### src/rtl/scarv_cop_common.sv
// Shared definitions for the CPU-side COP instruction issue logic: FSM states,
// abort causes, result codes and channel widths.
package scarv_cop_common;

    localparam int unsigned XLEN     = 32;
    localparam int unsigned REG_AW   = 5;
    localparam int unsigned RESULT_W = 3;

    localparam logic [RESULT_W-1:0] COP_RESULT_OK      = 3'b000;
    localparam logic [RESULT_W-1:0] COP_RESULT_TIMEOUT = 3'b111;

    typedef enum logic [2:0] {
        StIdle,
        StReq,
        StWait,
        StRsp,
        StAbort
    } cop_issue_state_e;

    typedef enum logic {
        CauseFlush,
        CauseTimeout
    } abort_cause_e;

endpackage

### src/rtl/scarv_cpu_cop_issue_if.sv
// COP instruction channel between the CPU-side issuer (master) and the
// coprocessor (slave): request, abort and response handshakes.
interface scarv_cpu_cop_issue_if;
    import scarv_cop_common::*;

    logic                cpu_insn_req;
    logic                cop_insn_ack;
    logic                cpu_abort_req;
    logic [XLEN-1:0]     cpu_insn_enc;
    logic [XLEN-1:0]     cpu_rs1;
    logic                cop_insn_rsp;
    logic                cpu_insn_ack;
    logic                cop_wen;
    logic [REG_AW-1:0]   cop_waddr;
    logic [XLEN-1:0]     cop_wdata;
    logic [RESULT_W-1:0] cop_result;

    modport master (
        output cpu_insn_req,
        output cpu_abort_req,
        output cpu_insn_enc,
        output cpu_rs1,
        output cpu_insn_ack,
        input  cop_insn_ack,
        input  cop_insn_rsp,
        input  cop_wen,
        input  cop_waddr,
        input  cop_wdata,
        input  cop_result
    );

    modport slave (
        input  cpu_insn_req,
        input  cpu_abort_req,
        input  cpu_insn_enc,
        input  cpu_rs1,
        input  cpu_insn_ack,
        output cop_insn_ack,
        output cop_insn_rsp,
        output cop_wen,
        output cop_waddr,
        output cop_wdata,
        output cop_result
    );

endinterface

### src/rtl/scarv_cpu_cop_timeout.sv
// Saturating WAIT-cycle counter. expired_o flags the enabled cycle whose
// increment brings the count to TIMEOUT; TIMEOUT = 0 never expires.
module scarv_cpu_cop_timeout #(
    parameter int unsigned TIMEOUT = 1024
) (
    input  logic g_clk,
    input  logic g_resetn,
    input  logic clr_i,
    input  logic en_i,
    output logic expired_o
);

    localparam int unsigned CntW = (TIMEOUT == 0) ? 1 : $clog2(TIMEOUT + 1);
    localparam logic [CntW-1:0] CntMax = CntW'(TIMEOUT);

    logic [CntW-1:0] cnt_q, cnt_d;

    always_comb begin
        cnt_d = cnt_q;
        if (clr_i) begin
            cnt_d = '0;
        end else if (en_i && (cnt_q != CntMax)) begin
            cnt_d = cnt_q + CntW'(1);
        end
    end

    always_ff @(posedge g_clk or negedge g_resetn) begin
        if (!g_resetn) begin
            cnt_q <= '0;
        end else begin
            cnt_q <= cnt_d;
        end
    end

    assign expired_o = (TIMEOUT != 0) && en_i && ((32'(cnt_q) + 32'd1) >= TIMEOUT);

endmodule

### src/rtl/scarv_cpu_cop_issue.sv
// CPU-side initiator for the COP instruction interface: issues one instruction,
// collects its response for GPR writeback, and aborts on flush or timeout.
module scarv_cpu_cop_issue
    import scarv_cop_common::*;
#(
    parameter int unsigned TIMEOUT = 1024
) (
    input  logic                  g_clk,
    input  logic                  g_resetn,

    input  logic                  pipe_valid,
    output logic                  pipe_ready,
    input  logic [XLEN-1:0]       pipe_enc,
    input  logic [XLEN-1:0]       pipe_rs1,
    input  logic                  pipe_flush,

    output logic                  wb_valid,
    input  logic                  wb_ready,
    output logic                  wb_wen,
    output logic [REG_AW-1:0]     wb_waddr,
    output logic [XLEN-1:0]       wb_wdata,
    output logic [RESULT_W-1:0]   wb_result,

    scarv_cpu_cop_issue_if.master cop
);

    cop_issue_state_e    state_q;
    abort_cause_e        cause_q;
    logic                live_q;
    logic                req_q;
    logic                abort_q;
    logic [XLEN-1:0]     enc_q;
    logic [XLEN-1:0]     rs1_q;
    logic                wb_valid_q;
    logic                wb_wen_q;
    logic [REG_AW-1:0]   wb_waddr_q;
    logic [XLEN-1:0]     wb_wdata_q;
    logic [RESULT_W-1:0] wb_result_q;

    logic accept;
    logic rsp_ack;
    logic tmo_clr;
    logic tmo_en;
    logic tmo_expired;

    scarv_cpu_cop_timeout #(
        .TIMEOUT (TIMEOUT)
    ) u_timeout (
        .g_clk     (g_clk),
        .g_resetn  (g_resetn),
        .clr_i     (tmo_clr),
        .en_i      (tmo_en),
        .expired_o (tmo_expired)
    );

    assign tmo_clr = (state_q == StReq) && cop.cop_insn_ack;
    assign tmo_en  = (state_q == StWait);

    // live_q keeps pipe_ready low while in reset and for the first cycle after.
    always_comb begin
        pipe_ready = 1'b0;
        rsp_ack    = 1'b0;
        case (state_q)
            StIdle:          pipe_ready = live_q;
            StRsp:           pipe_ready = wb_ready && !pipe_flush;
            StWait, StAbort: rsp_ack    = cop.cop_insn_rsp;
            default: ;
        endcase
    end

    assign accept = pipe_valid && pipe_ready;

    always_ff @(posedge g_clk or negedge g_resetn) begin
        if (!g_resetn) begin
            state_q     <= StIdle;
            cause_q     <= CauseFlush;
            live_q      <= 1'b0;
            req_q       <= 1'b0;
            abort_q     <= 1'b0;
            enc_q       <= '0;
            rs1_q       <= '0;
            wb_valid_q  <= 1'b0;
            wb_wen_q    <= 1'b0;
            wb_waddr_q  <= '0;
            wb_wdata_q  <= '0;
            wb_result_q <= COP_RESULT_OK;
        end else begin
            live_q <= 1'b1;
            case (state_q)
                StIdle: begin
                    if (accept) begin
                        enc_q   <= pipe_enc;
                        rs1_q   <= pipe_rs1;
                        req_q   <= 1'b1;
                        state_q <= StReq;
                    end
                end
                StReq: begin
                    if (cop.cop_insn_ack) begin
                        req_q <= 1'b0;
                        if (pipe_flush) begin
                            abort_q <= 1'b1;
                            cause_q <= CauseFlush;
                            state_q <= StAbort;
                        end else begin
                            state_q <= StWait;
                        end
                    end else if (pipe_flush) begin
                        req_q   <= 1'b0;
                        state_q <= StIdle;
                    end
                end
                StWait: begin
                    if (cop.cop_insn_rsp) begin
                        // A flush racing the response still acks it, but drops the result.
                        if (pipe_flush) begin
                            state_q <= StIdle;
                        end else begin
                            wb_valid_q  <= 1'b1;
                            wb_wen_q    <= cop.cop_wen;
                            wb_waddr_q  <= cop.cop_waddr;
                            wb_wdata_q  <= cop.cop_wdata;
                            wb_result_q <= cop.cop_result;
                            state_q     <= StRsp;
                        end
                    end else if (pipe_flush || tmo_expired) begin
                        abort_q <= 1'b1;
                        cause_q <= pipe_flush ? CauseFlush : CauseTimeout;
                        state_q <= StAbort;
                    end
                end
                StAbort: begin
                    if (cop.cop_insn_rsp) begin
                        abort_q <= 1'b0;
                        if ((cause_q == CauseTimeout) && !pipe_flush) begin
                            wb_valid_q  <= 1'b1;
                            wb_wen_q    <= 1'b0;
                            wb_waddr_q  <= '0;
                            wb_wdata_q  <= '0;
                            wb_result_q <= COP_RESULT_TIMEOUT;
                            state_q     <= StRsp;
                        end else begin
                            state_q <= StIdle;
                        end
                    end else if (pipe_flush) begin
                        cause_q <= CauseFlush;
                    end
                end
                StRsp: begin
                    if (pipe_flush) begin
                        wb_valid_q <= 1'b0;
                        state_q    <= StIdle;
                    end else if (wb_ready) begin
                        wb_valid_q <= 1'b0;
                        if (accept) begin
                            enc_q   <= pipe_enc;
                            rs1_q   <= pipe_rs1;
                            req_q   <= 1'b1;
                            state_q <= StReq;
                        end else begin
                            state_q <= StIdle;
                        end
                    end
                end
                default: state_q <= StIdle;
            endcase
        end
    end

    assign cop.cpu_insn_req  = req_q;
    assign cop.cpu_abort_req = abort_q;
    assign cop.cpu_insn_enc  = enc_q;
    assign cop.cpu_rs1       = rs1_q;
    assign cop.cpu_insn_ack  = rsp_ack;

    assign wb_valid  = wb_valid_q;
    assign wb_wen    = wb_wen_q;
    assign wb_waddr  = wb_waddr_q;
    assign wb_wdata  = wb_wdata_q;
    assign wb_result = wb_result_q;

endmodule

### src/flat_wrapper.sv
// flat-port wrapper written by rule: the top's interface ports become plain ports
module scarv_cpu_cop_issue_flat import scarv_cop_common::*;
#(
    parameter int unsigned TIMEOUT = 1024
)
  (g_clk, g_resetn, pipe_valid, pipe_ready, pipe_enc, pipe_rs1, pipe_flush, wb_valid, wb_ready, wb_wen, wb_waddr, wb_wdata, wb_result, cop_cpu_insn_req, cop_cpu_abort_req, cop_cpu_insn_enc, cop_cpu_rs1, cop_cpu_insn_ack, cop_cop_insn_ack, cop_cop_insn_rsp, cop_cop_wen, cop_cop_waddr, cop_cop_wdata, cop_cop_result);
  scarv_cpu_cop_issue_if cop_i ();
  input  logic g_clk;
  input  logic g_resetn;
  input  logic pipe_valid;
  output logic pipe_ready;
  input  logic [XLEN-1:0] pipe_enc;
  input  logic [XLEN-1:0] pipe_rs1;
  input  logic pipe_flush;
  output logic wb_valid;
  input  logic wb_ready;
  output logic wb_wen;
  output logic [REG_AW-1:0] wb_waddr;
  output logic [XLEN-1:0] wb_wdata;
  output logic [RESULT_W-1:0] wb_result;
  output wire logic [$bits(cop_i.cpu_insn_req)-1:0] cop_cpu_insn_req;
  output wire logic [$bits(cop_i.cpu_abort_req)-1:0] cop_cpu_abort_req;
  output wire logic [$bits(cop_i.cpu_insn_enc)-1:0] cop_cpu_insn_enc;
  output wire logic [$bits(cop_i.cpu_rs1)-1:0] cop_cpu_rs1;
  output wire logic [$bits(cop_i.cpu_insn_ack)-1:0] cop_cpu_insn_ack;
  input wire logic [$bits(cop_i.cop_insn_ack)-1:0] cop_cop_insn_ack;
  input wire logic [$bits(cop_i.cop_insn_rsp)-1:0] cop_cop_insn_rsp;
  input wire logic [$bits(cop_i.cop_wen)-1:0] cop_cop_wen;
  input wire logic [$bits(cop_i.cop_waddr)-1:0] cop_cop_waddr;
  input wire logic [$bits(cop_i.cop_wdata)-1:0] cop_cop_wdata;
  input wire logic [$bits(cop_i.cop_result)-1:0] cop_cop_result;
  assign cop_cpu_insn_req = cop_i.cpu_insn_req;
  assign cop_cpu_abort_req = cop_i.cpu_abort_req;
  assign cop_cpu_insn_enc = cop_i.cpu_insn_enc;
  assign cop_cpu_rs1 = cop_i.cpu_rs1;
  assign cop_cpu_insn_ack = cop_i.cpu_insn_ack;
  assign cop_i.cop_insn_ack = cop_cop_insn_ack;
  assign cop_i.cop_insn_rsp = cop_cop_insn_rsp;
  assign cop_i.cop_wen = cop_cop_wen;
  assign cop_i.cop_waddr = cop_cop_waddr;
  assign cop_i.cop_wdata = cop_cop_wdata;
  assign cop_i.cop_result = cop_cop_result;
  scarv_cpu_cop_issue #(.TIMEOUT(TIMEOUT)) u_core (.g_clk(g_clk), .g_resetn(g_resetn), .pipe_valid(pipe_valid), .pipe_ready(pipe_ready), .pipe_enc(pipe_enc), .pipe_rs1(pipe_rs1), .pipe_flush(pipe_flush), .wb_valid(wb_valid), .wb_ready(wb_ready), .wb_wen(wb_wen), .wb_waddr(wb_waddr), .wb_wdata(wb_wdata), .wb_result(wb_result), .cop(cop_i));
endmodule
### config.mk
export PLATFORM = sky130hd
export DESIGN_NAME = scarv_cpu_cop_issue_flat
export DESIGN_NICKNAME = d
export VERILOG_FILES = /design/src/rtl/scarv_cop_common.sv /design/src/rtl/scarv_cpu_cop_issue_if.sv /design/src/rtl/scarv_cpu_cop_timeout.sv /design/src/rtl/scarv_cpu_cop_issue.sv /design/src/flat_wrapper.sv
export SDC_FILE = /design/constraint.sdc
export NUM_CORES = 1
export LEC_CHECK = 0
export ABC_AREA = 0
export CAP_MARGIN = 20
export CORE_ASPECT_RATIO = 1.1
export CORE_MARGIN = 2
export CORE_UTILIZATION = 45
export CTS_CLUSTER_DIAMETER = 120
export CTS_CLUSTER_SIZE = 30
export DETAILED_ROUTE_END_ITERATION = 16
export GPL_ROUTABILITY_DRIVEN = 0
export GPL_TIMING_DRIVEN = 0
export PLACE_DENSITY = 0.95
export SLEW_MARGIN = 10
export SYNTH_ARGS = -nofsm -noshare
export SYNTH_HDL_FRONTEND = slang
export SYNTH_HIERARCHICAL = 1
export SYNTH_SLANG_ARGS = --single-unit
export TNS_END_PERCENT = 100
### constraint.sdc
create_clock -name g_clk -period 6.6 [get_ports g_clk]
set_clock_uncertainty 0.15 [all_clocks]
set_input_delay 0.66 -clock g_clk [delete_from_list [all_inputs] [get_ports g_clk]]
set_output_delay 0.66 -clock g_clk [all_outputs]
set_load 0.05 [all_outputs]
---- After elaboration in Yosys (flattened, before gate mapping) ----
Cells that the tools add are included.
operators by class
  reduce and logical (&&, ||, !) cells .... 23
  equal/unequal tests ..................... 20
  $lt $le $gt $ge ......................... 1
  muxes and demuxes ....................... 71
  add/sub/neg operators ................... 2
operators with widths
  operator                 number
  $mux W32                 10
  $pmux W32 S2             3
  $mux W3                  13
  $mux W1                  28
  $mux W11                 2
  $mux W5                  4
  $ne A2 B2 Y1 const B     9
  $pmux W3 S5              1
  $reduce_and A5 Y1        3
  $add A11 B1 Y12 const B  1
  $ge A12 B11 Y1 const B   1
  $pmux W1 S3              4
  $reduce_and A6 Y1        2
  $add A11 B1 Y11 const B  1
  $ne A11 B11 Y1 const B   1
  $pmux W5 S2              1
  $reduce_bool A3 Y1       3
  $eq A3 B2 Y1 const B     2
  $logic_and A1 B1 Y1      6
  $ne A2 B1 Y1 const B     3
  $ne A3 B3 Y1 const B     2
  $pmux W3 S2              1
  $reduce_bool A2 Y1       3
  $mux W2                  2
  10 further kinds         11
word-level totals
  input bits .............................. 112
  output and inout bits ................... 110
  flip-flop bits (word level) ............. 124
  word-level logic and storage cells ...... 130

---- Logic depth before layout (Yosys ltp) ----
  depth after elaboration ................. 8
  gate-level depth with buffers ........... 10
  gate-level depth less buffers ........... 8

---- Hierarchy ----
The synthesis kept the hierarchy.
modules (own cells, without submodules)
  module                 sequential area each (sq um)  cells an instance  area an instance (sq um)  times used
  scarv_cpu_cop_issue    2827.7                        303                4434.3                    1
  scarv_cpu_cop_timeout  275.3                         70                 660.6                     1

---- Worst setup path after synthesis ----
OpenSTA, ideal clock, no wires.
  kind .................................... register to output
  start ................................... register u_core.state_q[2]
  end ..................................... output cop_cpu_insn_ack
  data required time ...................... 5.790 ns
  path slack .............................. 4.123 ns
  arrival ................................. 1.667 ns
  stages on the path, launching flop included .. 5
  path buffers ............................ 2
  path through ............................ dfrtp_1 -> buf_2 -> buf_1 -> nand2b_1 -> a21oi_1
between the ends
  word-level cells in the longest chain between the ends .. 3
  elaborated cells between the ends (all ways) .. 4
  classes of those cells .................. eq/ne: 2; mux: 1; reduce/logical: 1
ends and longest elaborated chain
  element                                       RTL line                    text
  from (decl)                                   scarv_cpu_cop_issue.sv:27   cop_issue_state_e state_q;
  from (signal assigned)                        scarv_cpu_cop_issue.sv:75   state_q <= StIdle;
  from (signal assigned)                        scarv_cpu_cop_issue.sv:95   state_q <= StReq;
  from (signal assigned)                        scarv_cpu_cop_issue.sv:104  state_q <= StAbort;
  $eq A3 B2 Y1 or $eq A3 B3 Y1 (tied branches)  scarv_cpu_cop_issue.sv:63   case (state_q)
  $reduce_or A2 Y1 (*)                          scarv_cpu_cop_issue.sv:63
  $mux W1 (*)                                   scarv_cpu_cop_issue.sv:63
  to (decl)                                     flat_wrapper.sv:25          output wire logic [$bits(cop_i.cpu_insn_ack)-1:0] cop_cpu_insn_ack;
Mark *: on every way between the ends. The rest lies on a longest branch, timed or not.

---- Final worst setup path ----
Ends and elaborated chain as after synthesis.

==> results.md <==
| Group | Result | Reported |
| --- | --- | --- |
| global route | Busiest layer in global routing | met2 |
| die | Die area | 0.01219 sq mm |
| clock network | Number of cells upsized or downsized after cts | 0 |
| worst setup path | Worst Setup Start Kind | flip-flop |
| sta | Min Tclk post-route | 3.313 ns |
| layout | Non-Filler Instances | 773 |
| drt | Detail-routed net length per standard cell | 18.74 microns |
| run | Max capacitance violation total | 0 |
| clock network | Post CTS Setup Buffer Count | 0 |
| drt | Count of vias placed by the detailed router | 4118 |
| clock network | Cell at the root of the clock tree | clkbuf_16 |
| clock network | Clock latency on the worst-skew pair | 0.41 ns |
| synthesis | Most used DFF post-synth | dfrtp_1 |
| die | Core ar. | 0.01096 sq mm |
| global route | Met2 capacity usage during global routing | 0.4430 |
| layout | Area growth, synth to finish | 58.72% |
| worst setup path | Reg-to-reg startpoint | u_core/state_q[2]$_DFFE_PN0P_ |
| sta | Unrepaired setup endpoints after global routing | false |
| synthesis | Number of flip-flops and latches in the synthesized netlist | 124 |
| sta | Slew at the pin closest to its max-slew limit | 0.6830 ns |
| synthesis | Count leader, synth | dfrtp_1 |
| global route | Tot GR Track Use | 0.2413 |
| sta | Setup violators final | 0 |
| synthesis | Part of the Yosys area used for sequential elements | 0.6090 |
| global route | Met1 capacity usage during global routing | 0.2615 |
| drt | Starting DRC count in detailed routing | 261 |
| synthesis | Post-Synth Simple-Gate Area | 0.07220 |
| sta | Final total negative setup slack | 0 ns |
| global route | Antenna violations before repair | 0 |
| clock network | Clock buffers created by TritonCTS | 17 |
| clock network | Post-CTS Hold Buffers | 0 |
| synthesis | Mean cell area of the mapped netlist | 13.66 sq um |
| worst setup path | Startpoint-to-endpoint class of the critical path | reg2out |
| synthesis | Top cell type by total area after synthesis | dfrtp_1 |
| global route | Via count of the first global-routing pass | 4376 |
| synthesis | Mapped Cells | 373 |
| die | Effective utilization at floorplan | 0.4648 |
| pwr | Power Density | 589.7 mW/mm^2 |
| global route | Pin count of the biggest net entering global routing | 76 |
| worst setup path | Maximum fanout count along the critical path | 10 |
| sta | Slew Limit Headroom | 0.5387 |
| placed design | Port Buf Inserts | 221 |
| sta | Highest attainable clock frequency | 301.8 MHz |
| synthesis | Synth async-reset ratio | 1.000 |
| clock network | Clock Pin Slew Worst Setup and Hold Paths | 0.05 ns |
| worst setup path | Worst Reg-to-Reg Cells | 10 |
| global route | Global-route wire length before repair | 22470 microns |
| worst setup path | Worst-case register-to-register setup slack | 3.66 ns |
| clock network | CTS tree | built |
| outcome | Result of the run | finished clean |
| die | Vert. Die Dim | 115.6 microns |
| placed design | Number of placed instances, taps included | 742 |
| clock network | Clk sinks | 124 |
| layout | # fillers | 694 |
| pwr | Overall Power | 4.769 mW |
| synthesis | Count of cell types in the netlist | 50 |
| drt | Final wirelength | 14480 microns |
| worst setup path | WP data required | 5.79 ns |
| worst setup path | Endpoint class of the critical path | output pin |
| drt | Antenna-violating nets left | 0 |
| synthesis | Multiplexer fraction of the synthesized cell area | 0.1500 |
| synthesis | Share of the synthesized area in the top cell type | 0.6090 |
| layout | Layout cell share with drive strength beyond 1 | 0.1070 |
| synthesis | Number of flops mapped to enable cells by yosys | 0 |
| worst setup path | Data arrival at the endpoint of the critical path | 2.50 ns |
| synthesis | Synthesized-area fraction occupied by xor and xnor cells | 0.001719 |
| sta | Final Hold Fails | 0 |
| die | Number of top-level design ports | 222 |
| synthesis | Compound-Gate Fraction of Synth Area | 0.1252 |
| sta | Worst-case setup margin in the final layout | 3.287 ns |
| placed design | Post-placement cell area | 0.007520 sq mm |
| pwr | Peak supply drop | 0.3973 mV |
| synthesis | Adder-cell share of the synthesized area | 0.004912 |
| placed design | DP HPWL | 10590 microns |
| synthesis | Mapped cell area | 0.005095 sq mm |
| layout | Number of antenna cells inserted | 0 |
| clock network | Maximum level of the CTS H-tree | 4 |
| sta | Max-slew violation count | 0 |
| synthesis | Synth area leaders | dfrtp_1, mux2_1, a22o_1 |
| synthesis | Yosys Warn Count | 6 |
| drt | Detailed-router iteration count before antenna repair | 4 |
| worst hold path | Worst Hold Class | in2async |
| sta | Part of the cycle the worst path needs | 0.5020 |
| drt | Vias per std cell | 5.327 |
| synthesis | Top cells by count, synth | dfrtp_1, mux2_1, a22o_1 |
| global route | Met3 GRT Util | 0.08211 |
| layout | Net count reported at finish | 728 |
| synthesis | Main combinational cell family by area after synthesis | multiplexers |
| worst setup path | FF-to-FF End | u_core/state_q[1]$_DFFE_PN0P_ |
| synthesis | Synthesized netlist net count | 487 |
| clock network | Clock buffer depth | 2 |
| pwr | Lkg Pwr | 3.454 nW |
| drt | DRC violations left | 0 |
| die | X dimension of the die | 105.5 microns |
| global route | Remaining Overflow, GRT | 0 |
| die | Cell row count | 40 |
| placed design | Worst setup slack before clock tree synthesis | 3.424 ns |
| layout | Finished Cell Area | 0.008087 sq mm |
[stage by stage]
step | util | hold slack [ns]
global placement | 0.6834 | 0.3122
floorplan | - | 0.2144
global route | 0.7378 | 0.05995
detailed placement | 0.6861 | 0.3269
CTS | 0.7378 | 0.03882
finish | 0.7378 | 0.03279
[worst max-delay path, stage by stage (launching register included)]
cell,delay [ns]
dfrtp_1,0.39
buf_2,0.22
buf_1,0.37
nand2b_1,0.11
a21oi_1,0.17
clkdlybuf4s50_1,0.84
[where the power goes]
part | switching, mW | internal, mW | total, mW | leakage [nW]
Clock | 0.321 | 0.560 | 0.881 | 0.282
Combinational | 1.66 | 0.918 | 2.58 | 1.64
Sequential | 0.202 | 1.11 | 1.31 | 1.53
Total | 2.18 | 2.59 | 4.77 | 3.45
[sequential cells by signal, indices dropped and copies added (netlist names), 3 cells and up]
| signal | flops |
|---|---|
| u_core/wb_waddr | 5 |
| u_core/state_q | 3 |
| u_core/cop.cpu_rs1 | 32 |
| u_core/wb_result | 3 |
| u_core/wb_wdata | 32 |
| u_core/u_timeout/cnt_q | 11 |
| u_core/cop.cpu_insn_enc | 32 |
[placed cells by master, fill, tap and decap left out, types with 10 or more instances in the layout]
cell	count
dfrtp_1	124
inv_1	10
a21oi_1	15
clkdlybuf4s50_1	220
a22o_1	38
clkbuf_16	17
nor2_1	12
clkbuf_1	10
mux2_2	18
nand2_1	10
mux2_1	49
[final cells by class]
cell class | instances | area, sq um | share of cell area
Sequential cell | 124 | 3103 | 0.3837
Inverter | 10 | 37.54 | 0.004642
Buffer | 22 | 146.4 | 0.01810
Timing Repair Buffer | 222 | 2241 | 0.2771
Tap cell | 147 | 183.9 | 0.02274
Multi-Input combinational cell | 217 | 1808 | 0.2236
Clock buffer | 19 | 442.9 | 0.05477
Clock inverter | 12 | 123.9 | 0.01532
[how the worst max path moves through the flow]
stage                                  startpoint                                      end  slack (ns)  depth (start not counted)
floorplan           u_core/state_q[2]$_DFFE_PN0P_                         cop_cpu_insn_ack        4.12                          4
global placement                         g_resetn  u_core/cop.cpu_insn_enc[10]$_DFFE_PN0P_        0.17                          1
detailed placement                     pipe_flush                               pipe_ready        3.42                          4
CTS                 u_core/state_q[2]$_DFFE_PN0P_                         cop_cpu_insn_ack        3.29                          5
global route        u_core/state_q[2]$_DFFE_PN0P_                         cop_cpu_insn_ack        3.11                          5
finish              u_core/state_q[2]$_DFFE_PN0P_                         cop_cpu_insn_ack        3.29                          5
[logic make-up (layout without fill, tap and decap cells)]
group           after synthesis  after routing
flops                       124            124
fa+ha+maj                     2              2
xor+xnor                      1              1
other cells                   1              1
simple gates                 62             62
compound gates               83             83
mux                          68             68
buf+inv                      32            285
[metal layers]
metal	share of wire	up-vias
met5	0	-
met4	0.018	0
met3	0.069	25
met2	0.54	191
met1	0.38	2036
li1	-	1866
(Power assumes the default switching activity.)
